File: src/rtl/sevenseg_result_display.sv
`default_nettype none
// +--------------------------------------------------------------------------+
// | sevenseg_result_display: 8-bit result -> 4-digit 7-seg (hex/dec/signed)  |
// | Revision: 1.0                                                            |
// +--------------------------------------------------------------------------+
module sevenseg_result_display #(
  parameter int REFRESH_DIV = 100000,
  parameter int CNT_W       = 17
) (
  input  logic       clk,
  input  logic       rst_n,
  input  logic [7:0] value,
  input  logic [1:0] mode,
  input  logic       load,
  output logic       busy,
  output logic [6:0] seg,
  output logic [3:0] an,
  output logic       dp
);

  typedef enum logic [1:0] {
    IDLE   = 2'd0,
    CONV   = 2'd1,
    COMMIT = 2'd2
  } state_t;

  localparam logic [4:0] DIG_DASH  = 5'd16;
  localparam logic [4:0] DIG_BLANK = 5'd31;
  localparam logic [1:0] MODE_HEX  = 2'b00;
  localparam logic [1:0] MODE_BLK  = 2'b11;
  localparam logic [1:0] MODE_SDEC = 2'b10;

  state_t          state_q, state_d;
  logic [2:0]      iter_q, iter_d;
  logic [19:0]     sh_q, sh_d;       // {hundreds, tens, units, binary}
  logic [1:0]      mode_q, mode_d;
  logic            neg_q, neg_d;
  logic            pend_vld_q, pend_vld_d;
  logic [7:0]      pend_val_q, pend_val_d;
  logic [1:0]      pend_mode_q, pend_mode_d;
  logic [3:0][4:0] digit_q, digit_d;
  logic            busy_q, busy_d;
  logic [CNT_W-1:0] cnt_q, cnt_d;
  logic [1:0]      idx_q, idx_d;
  logic [3:0]      an_q, an_d;
  logic [6:0]      seg_q, seg_d;

  logic            cap;
  logic [7:0]      cap_val;
  logic [1:0]      cap_mode;
  logic            cap_neg;
  logic [7:0]      cap_mag;
  logic [3:0]      hund, tens, units;

  function automatic logic [19:0] dabble(input logic [19:0] s);
    logic [19:0] r;
    r = s;
    for (int i = 0; i < 3; i++) begin
      if (r[8+4*i +: 4] >= 4'd5) r[8+4*i +: 4] = r[8+4*i +: 4] + 4'd3;
    end
    return {r[18:0], 1'b0};
  endfunction

  function automatic logic [6:0] decode(input logic [4:0] d);
    logic [6:0] s;
    case (d)
      5'd0:    s = 7'b1000000;
      5'd1:    s = 7'b1111001;
      5'd2:    s = 7'b0100100;
      5'd3:    s = 7'b0110000;
      5'd4:    s = 7'b0011001;
      5'd5:    s = 7'b0010010;
      5'd6:    s = 7'b0000010;
      5'd7:    s = 7'b1111000;
      5'd8:    s = 7'b0000000;
      5'd9:    s = 7'b0010000;
      5'd10:   s = 7'b0001000;
      5'd11:   s = 7'b0000011;
      5'd12:   s = 7'b1000110;
      5'd13:   s = 7'b0100001;
      5'd14:   s = 7'b0000110;
      5'd15:   s = 7'b0001110;
      DIG_DASH: s = 7'b0111111;
      default: s = 7'b1111111;
    endcase
    return s;
  endfunction

  assign hund  = sh_q[19:16];
  assign tens  = sh_q[15:12];
  assign units = sh_q[11:8];

  always_comb begin
    state_d     = state_q;
    iter_d      = iter_q;
    sh_d        = sh_q;
    mode_d      = mode_q;
    neg_d       = neg_q;
    pend_vld_d  = pend_vld_q;
    pend_val_d  = pend_val_q;
    pend_mode_d = pend_mode_q;
    digit_d     = digit_q;
    cap         = 1'b0;
    cap_val     = value;
    cap_mode    = mode;

    case (state_q)
      IDLE: begin
        cap = load;
      end
      CONV: begin
        sh_d   = dabble(sh_q);
        iter_d = iter_q + 3'd1;
        if (iter_q == 3'd7) state_d = COMMIT;
        if (load) begin
          pend_vld_d  = 1'b1;
          pend_val_d  = value;
          pend_mode_d = mode;
        end
      end
      COMMIT: begin
        case (mode_q)
          MODE_HEX: digit_d = {DIG_BLANK, DIG_BLANK, {1'b0, sh_q[7:4]}, {1'b0, sh_q[3:0]}};
          MODE_BLK: digit_d = {4{DIG_BLANK}};
          default: begin
            digit_d[3] = neg_q ? DIG_DASH : DIG_BLANK;
            digit_d[2] = (hund != 4'd0) ? {1'b0, hund} : DIG_BLANK;
            digit_d[1] = (hund != 4'd0 || tens != 4'd0) ? {1'b0, tens} : DIG_BLANK;
            digit_d[0] = {1'b0, units};
          end
        endcase
        // A load on the commit edge overrides whatever is pending
        if (load) begin
          cap = 1'b1;
        end else if (pend_vld_q) begin
          cap      = 1'b1;
          cap_val  = pend_val_q;
          cap_mode = pend_mode_q;
        end else begin
          state_d = IDLE;
        end
        pend_vld_d = 1'b0;
      end
      default: state_d = IDLE;
    endcase

    cap_neg = (cap_mode == MODE_SDEC) && cap_val[7];
    cap_mag = cap_neg ? (8'd0 - cap_val) : cap_val;
    if (cap) begin
      mode_d  = cap_mode;
      neg_d   = cap_neg;
      sh_d    = {12'd0, cap_mag};
      iter_d  = 3'd0;
      state_d = (cap_mode == MODE_HEX || cap_mode == MODE_BLK) ? COMMIT : CONV;
    end

    busy_d = (state_d != IDLE);

    an_d  = ~(4'b0001 << idx_q);
    seg_d = decode(digit_q[idx_q]);
    if (cnt_q == CNT_W'(REFRESH_DIV - 1)) begin
      cnt_d = '0;
      idx_d = idx_q + 2'd1;
    end else begin
      cnt_d = cnt_q + 1'b1;
      idx_d = idx_q;
    end
  end

  always_ff @(posedge clk) begin
    if (!rst_n) begin
      state_q     <= IDLE;
      iter_q      <= 3'd0;
      sh_q        <= 20'd0;
      mode_q      <= 2'b00;
      neg_q       <= 1'b0;
      pend_vld_q  <= 1'b0;
      pend_val_q  <= 8'd0;
      pend_mode_q <= 2'b00;
      digit_q     <= {4{DIG_BLANK}};
      busy_q      <= 1'b0;
      cnt_q       <= '0;
      idx_q       <= 2'd0;
      an_q        <= 4'hF;
      seg_q       <= 7'h7F;
    end else begin
      state_q     <= state_d;
      iter_q      <= iter_d;
      sh_q        <= sh_d;
      mode_q      <= mode_d;
      neg_q       <= neg_d;
      pend_vld_q  <= pend_vld_d;
      pend_val_q  <= pend_val_d;
      pend_mode_q <= pend_mode_d;
      digit_q     <= digit_d;
      busy_q      <= busy_d;
      cnt_q       <= cnt_d;
      idx_q       <= idx_d;
      an_q        <= an_d;
      seg_q       <= seg_d;
    end
  end

  assign busy = busy_q;
  assign seg  = seg_q;
  assign an   = an_q;
  assign dp   = 1'b1;

endmodule
`default_nettype wire
File: config.mk
export PLATFORM = sky130hd
export DESIGN_NAME = sevenseg_result_display
export DESIGN_NICKNAME = d
export VERILOG_FILES = /design/src/rtl/sevenseg_result_display.sv
export SDC_FILE = /design/constraint.sdc
export NUM_CORES = 1
export LEC_CHECK = 0
export ABC_CLOCK_PERIOD_IN_PS = 5670
export CAP_MARGIN = 20
export CELL_PAD_IN_SITES_DETAIL_PLACEMENT = 1
export CELL_PAD_IN_SITES_GLOBAL_PLACEMENT = 1
export CORE_MARGIN = 1
export CORE_UTILIZATION = 49
export CTS_CLUSTER_DIAMETER = 40
export CTS_CLUSTER_SIZE = 10
export DETAILED_ROUTE_END_ITERATION = 8
export PLACE_DENSITY = 0.81
export SLEW_MARGIN = 20
export SYNTH_ARGS = -nofsm -noshare
export SYNTH_HDL_FRONTEND = slang
export SYNTH_SLANG_ARGS = --single-unit
File: constraint.sdc
create_clock -name clk -period 5.67 [get_ports clk]
set_input_delay 0.567 -clock clk [delete_from_list [all_inputs] [get_ports clk]]
set_output_delay 0.567 -clock clk [all_outputs]
set_load 0.005 [all_outputs]
==> results.ini, run 1 <==
[clock_tree]
htreeDepth = 3
ctsRootBufferMaster = clkbuf_8
cts_tree = built
ctsResizeCount = 0
post_cts_buffers = 0
clk_latency_ns = 0.36
path_clk_slew_ns = 0.08
cts_sinks = 86
numCtsBuffers = 9
clockBufferDepth = 2
hold_buffers = 0

[yosys]
synth.avg_cell_area_um2 = 8.49
syn_area_um2 = 4290
async_flop_share_pct = 0
yosys_warnings = 0
synth_top_area_share_pct = 40.1
synth-simple-area-share_pct = 21.3
ys_top_cells_by_area = dfxtp_1 (40%), ha_1 (6.7%), nand2_1 (6.3%)
yosysMostFrequentCell = dfxtp_1
synth_edf_count = 0
synth_ff_type = dfxtp_1
synth_top_family_by_area = simple AND/OR/NAND/NOR gates
yosysSeqAreaShare_pct = 40.1
synth_compound_area_share_pct = 12.7
synthXorXnorAreaFrac_pct = 4.90
synthAdderAreaFrac_pct = 6.70
synth_common_cells = dfxtp_1 (86), nand2_1 (72), nor2_1 (60), a21oi_1 (35), clkbuf_1 (25)
synth_mux_area_share_pct = 9.50
yosys.cell_types.count = 50
synth.ff_latch_count = 86
synth.largest_area_cell = dfxtp_1
syn-num-nets = 542
synthCells = 506

[floorplan]
start_util_pct = 51.5
num_rows = 33
core_um2 = 8340
die_w_um = 95.6
dieArea_um2 = 9140
pin_count = 26
die_y_um = 95.6

[setup_path]
worst-path-buf-inv = 1
endpoint_kind = flop
start_kind = input port
crit_family = simple AND/OR/NAND/NOR gates
worst_ep_required_time_ns = 5.90
cp_cell_sequence = clkdlybuf4s50_1 > and4bb_1 > mux2_2 > ha_1 > o211ai_1 > nor2_1 > a2111oi_0
cpMaxStageDelayCell = and4bb_1
cp_max_fo = 15
slowest_delay_ns = 0.83
crit_type = input port to flop
worstPathArrival_ns = 3.19

[pwr]
ir_drop_mv = 0.169
power_density_nw_per_um2 = 277
p_seq_share_pct = 48.7
power.switching_w = 0.000334
pwr-share-comb_pct = 11.7
leakage_nw = 1.83
power.share.switching_pct = 25.2
power_frac_clock_pct = 39.6
p_int_w = 0.000993

[sta]
final_max_slew_viol_count = 0
clock.fmax_mhz = 338
fin_hold_ws_ns = 0.454
min_period_ns = 2.96
tns_ns = 0
fin_crit_sh_pct = 52.2
worst_pin_slew_ns = 1.03
finalSetupViolations = 0
finalHoldViolCount = 0
fin_skew_ns = 0.00828
relSlewSlack_pct = 31.1
rsz0062_at_grt = false

[global_routing]
antenna_found_initial = 0
overflow = 0
track_usage_pct = 23.8
grt_first_pass_wirelength_um = 16800
grt_pass1_vias = 3481
grt_max_degree = 29

[detailed_routing]
viasPerCell = 5.60
wl_per_cell_um = 16.1
drcViolationCount = 0
first_pass_iters = 4
postRouteWirelength_um = 10000
route.met3.wl_um = 229
highest_layer = met4
via_count = 3486
ant_nets = 0
wl_met2_um = 4810
drt_iter0_markers = 94
wl_met1_um = 4850

[status]
status = complete, no violations

[cells_and_area]
fin_nets = 549
syn2layout_area_growth_pct = 11.7
diodes = 0
drive_above_1_share_pct = 6.19
utilization_pct = 57.5

[placed_design]
gp_congestion = 0.775
dp_hpwl_um = 7250
io_buffers = 24

[run]
maxCapViolCount = 0

[hold_path]
hold_path_class = flop to flop

[final timing paths]
path / depth (start not counted) / from / end / slack, ns
max: 7 / load / sh_q[6] / 2.71
min reg2reg: 2 / digit_q[9] / digit_q[9] / 0.45
min: 2 / digit_q[9] / digit_q[9] / 0.45
max reg2reg: 6 / state_q[1] / sh_q[6] / 3.10
[layout by cell type (no fill, tap or decap), types with 8 or more instances in the layout]
cell type and instances:
nor2_1 60, a211oi_1 10, nand2b_1 10, dfxtp_1 86
a21oi_1 35, mux2i_1 22, inv_1 18, o21ai_0 19
xnor2_1 13, clkbuf_8 10, xor2_1 11, ha_1 23
nand3_1 20, clkdlybuf4s50_1 24, nor3_1 8, o211ai_1 12
nand2_1 72
[worst reg2reg max path, stage by stage, from the launching register on]
cell,delay [ns]
dfxtp_1,0.43
and4bb_1,0.74
mux2_2,0.43
ha_1,0.30
o211ai_1,0.17
nor2_1,0.09
a2111oi_0,0.30
[state kept, by name, summed over array words and instances (netlist names)]
register,count
pend_vld_q,1
state_q,2
iter_q,3
digit_q,16
mode_q,2
idx_q,2
pend_val_q,8
cnt_q,17
an,4
seg,7
neg_q,1
pend_mode_q,2
busy,1
sh_q,20
[stage by stage]
step                      power (W)  setup slack [ns]  cell area (um^2)  instances
after floorplan            0.000766              3.28              4290        506
after global placement     0.000808              2.48              4550        607
after detailed placement   0.000816              2.34              4550        607
after CTS                   0.00134              2.71              4790        622
after global routing        0.00138              2.55              4790        622
final                       0.00133              2.71              4790        622
[area by class of cell]
cell class,count,area (um^2)
clock inverter,5,108
clock buffer,10,138
tap,105,131
fill,971,3550
inverter,19,71.3
sequential,86,1720
timing repair buffer,26,255
multi-input combinational,371,2370
[power by group through the flow]
stage | sequential, W | combinational, W | clock, W
after floorplan | 0.000654 | 0.000112 | 0
after global placement | 0.000659 | 0.000149 | 0
after detailed placement | 0.000660 | 0.000155 | 0
after CTS | 0.000647 | 0.000156 | 0.000535
after global routing | 0.000650 | 0.000174 | 0.000559
final | 0.000647 | 0.000155 | 0.000526
[per-layer routing]
layer,vias up,global-route usage (%)
met5,-,0
met4,0,6.47
met3,13,4.55
met2,39,40.5
met1,1693,30.6
li1,1741,-
[logic make-up after synthesis]
kind of cell,count (synthesis)
buf+inv,49
simple gates,200
compound gates,90
fa+ha+maj,23
mux,33
xor+xnor,24
flops,86
other cells,1
Note: power is estimated with default switching activity, not from simulation.
==> inputs of run 2 (changes only) <==
--- a/config.mk
+++ b/config.mk
@@ -5,16 +5,16 @@
 export SDC_FILE = /design/constraint.sdc
 export NUM_CORES = 1
 export LEC_CHECK = 0
-export ABC_CLOCK_PERIOD_IN_PS = 5670
+export ABC_CLOCK_PERIOD_IN_PS = 2900
 export CAP_MARGIN = 20
 export CELL_PAD_IN_SITES_DETAIL_PLACEMENT = 1
 export CELL_PAD_IN_SITES_GLOBAL_PLACEMENT = 1
 export CORE_MARGIN = 1
-export CORE_UTILIZATION = 49
+export CORE_UTILIZATION = 45
 export CTS_CLUSTER_DIAMETER = 40
 export CTS_CLUSTER_SIZE = 10
 export DETAILED_ROUTE_END_ITERATION = 8
-export PLACE_DENSITY = 0.81
+export PLACE_DENSITY = 0.75
 export SLEW_MARGIN = 20
 export SYNTH_ARGS = -nofsm -noshare
 export SYNTH_HDL_FRONTEND = slang
==> constraint.sdc (replaced) <==
create_clock -name clk -period 2.9 [get_ports clk]
set_input_delay 0.29 -clock clk [delete_from_list [all_inputs] [get_ports clk]]
set_output_delay 0.29 -clock clk [all_outputs]
set_load 0.005 [all_outputs]
==> results.ini, run 2 (synthesis results as in run 1) <==
[status]
status = complete, no violations

[sta]
relSlewSlack_pct = 51.5
fin_hold_ws_ns = 0.449
min_period_ns = 2.31
final_max_slew_viol_count = 0
fin_ws_ns = 0.592
finalSetupViolations = 0
tns_ns = 0
fin_crit_sh_pct = 79.6
rsz0062_at_grt = false
worst_pin_slew_ns = 0.725
finalHoldViolCount = 0
fin_skew_ns = 0.00890
clock.fmax_mhz = 433

[cells_and_area]
final_common_cell = dfxtp_1
top_regs = sh_q: 20 flops, cnt_q: 17 flops, digit_q: 16 flops
fin_cells = 653
n_fill_cell = 1099
top_register = sh_q
largest_reg_flops = 20
diodes = 0
fin_nets = 555
utilization_pct = 52.3
drive_above_1_share_pct = 7.06
layout_common_cells = dfxtp_1 (86), nand2_1 (72), nor2_1 (60)
syn2layout_area_growth_pct = 12.5

[pwr]
power.switching_w = 0.000661
power_density_nw_per_um2 = 507
p_seq_share_pct = 51.6
power_frac_clock_pct = 35.8
ir_drop_mv = 0.243
power.share.switching_pct = 27.0
leakage_nw = 1.84
pwr-share-comb_pct = 12.6
p_int_w = 0.00179

[clock_tree]
clockBufferDepth = 2
ctsRootBufferMaster = clkbuf_8
post_cts_buffers = 0
clk_latency_ns = 0.35
cts_sinks = 86
hold_buffers = 0
path_clk_slew_ns = 0.09
htreeDepth = 3
cts_tree = built
numCtsBuffers = 9
ctsResizeCount = 0

[run]
maxCapViolCount = 0

[placed_design]
io_buffers = 24
pre_cts_slack_ns = 0.256
gp_congestion = 0.827
placed_cells = 637
dp_hpwl_um = 7070

[global_routing]
grt_first_pass_wirelength_um = 16800
grt_max_degree = 29
grt_pass1_vias = 3555
track_usage_pct = 21.2
grt_util_met3_pct = 4.43
grt_use_met2_pct = 37.0
globalRoute.busiestLayer = met2
use_met1_pct = 26.9
antenna_found_initial = 0
overflow = 0

[setup_path]
crit_type = input port to flop
endpoint_kind = flop
cp-startpoint = load
worst_ep_required_time_ns = 3.12
r2r_start = idx_q[0]
start_kind = input port
worstPathArrival_ns = 2.53
cp_max_fo = 9

[detailed_routing]
viasPerCell = 5.36
via_count = 3498
drcViolationCount = 0
first_pass_iters = 4
postRouteWirelength_um = 9730
wl_per_cell_um = 14.9
ant_nets = 0
drt_iter0_markers = 77

[hold_path]
hold_path_class = flop to flop
hp-start = digit_q[9]

[floorplan]
num_rows = 35
start_util_pct = 46.5
core_um2 = 9240
die_y_um = 99.7
pin_count = 26
die_w_um = 99.7
dieArea_um2 = 9940

run 2: cell type report:
type                            count  area, um^2  share of cell area [%]
Timing Repair Buffer               32         300                    6.22
Inverter                           19        71.3                    1.48
Clock inverter                      5        67.6                    1.40
Tap cell                          129         161                    3.34
Multi-Input combinational cell    371        2370                    49.0
Sequential cell                    86        1720                    35.6
Clock buffer                       11         141                    2.93
run 2: power by group through the flow:
stage | Sequential (W) | Combinational, W | Clock [W]
finish | 0.00126 | 0.000307 | 0.000877
global placement | 0.00129 | 0.000298 | 0
detailed placement | 0.00129 | 0.000308 | 0
floorplan | 0.00128 | 0.000219 | 0
CTS | 0.00126 | 0.000310 | 0.000911
global route | 0.00127 | 0.000347 | 0.000957
run 2: worst max-delay path, stage by stage:
cell and delay [ns]:
clkdlybuf4s50_1 0.49, and4bb_1 0.46, mux2_2 0.39, ha_1 0.30, o211ai_1 0.16, nor2_1 0.08
a2111oi_0 0.36
run 2: stage by stage:
step	cell area, um^2	total power [W]
after global routing	4830	0.00257
after floorplan	4290	0.00150
after detailed placement	4620	0.00160
after global placement	4620	0.00159
final	4830	0.00245
after CTS	4830	0.00248
run 2: final timing paths:
path	endpoint	slack, ns	cells after the start
min	digit_q[9]	0.45	2
max reg2reg	seg[3]	0.66	4
min reg2reg	digit_q[9]	0.45	2
max	sh_q[6]	0.59	7
run 2: routing by layer:
layer / vias to the layer above / part of all wire [%] / routed length (um)
li1: 1759 / - / -
met1: 1702 / 49 / 4750
met2: 31 / 48 / 4720
met3: 6 / 2.0 / 192
met4: 0 / 0.74 / 72
met5: - / 0 / 0
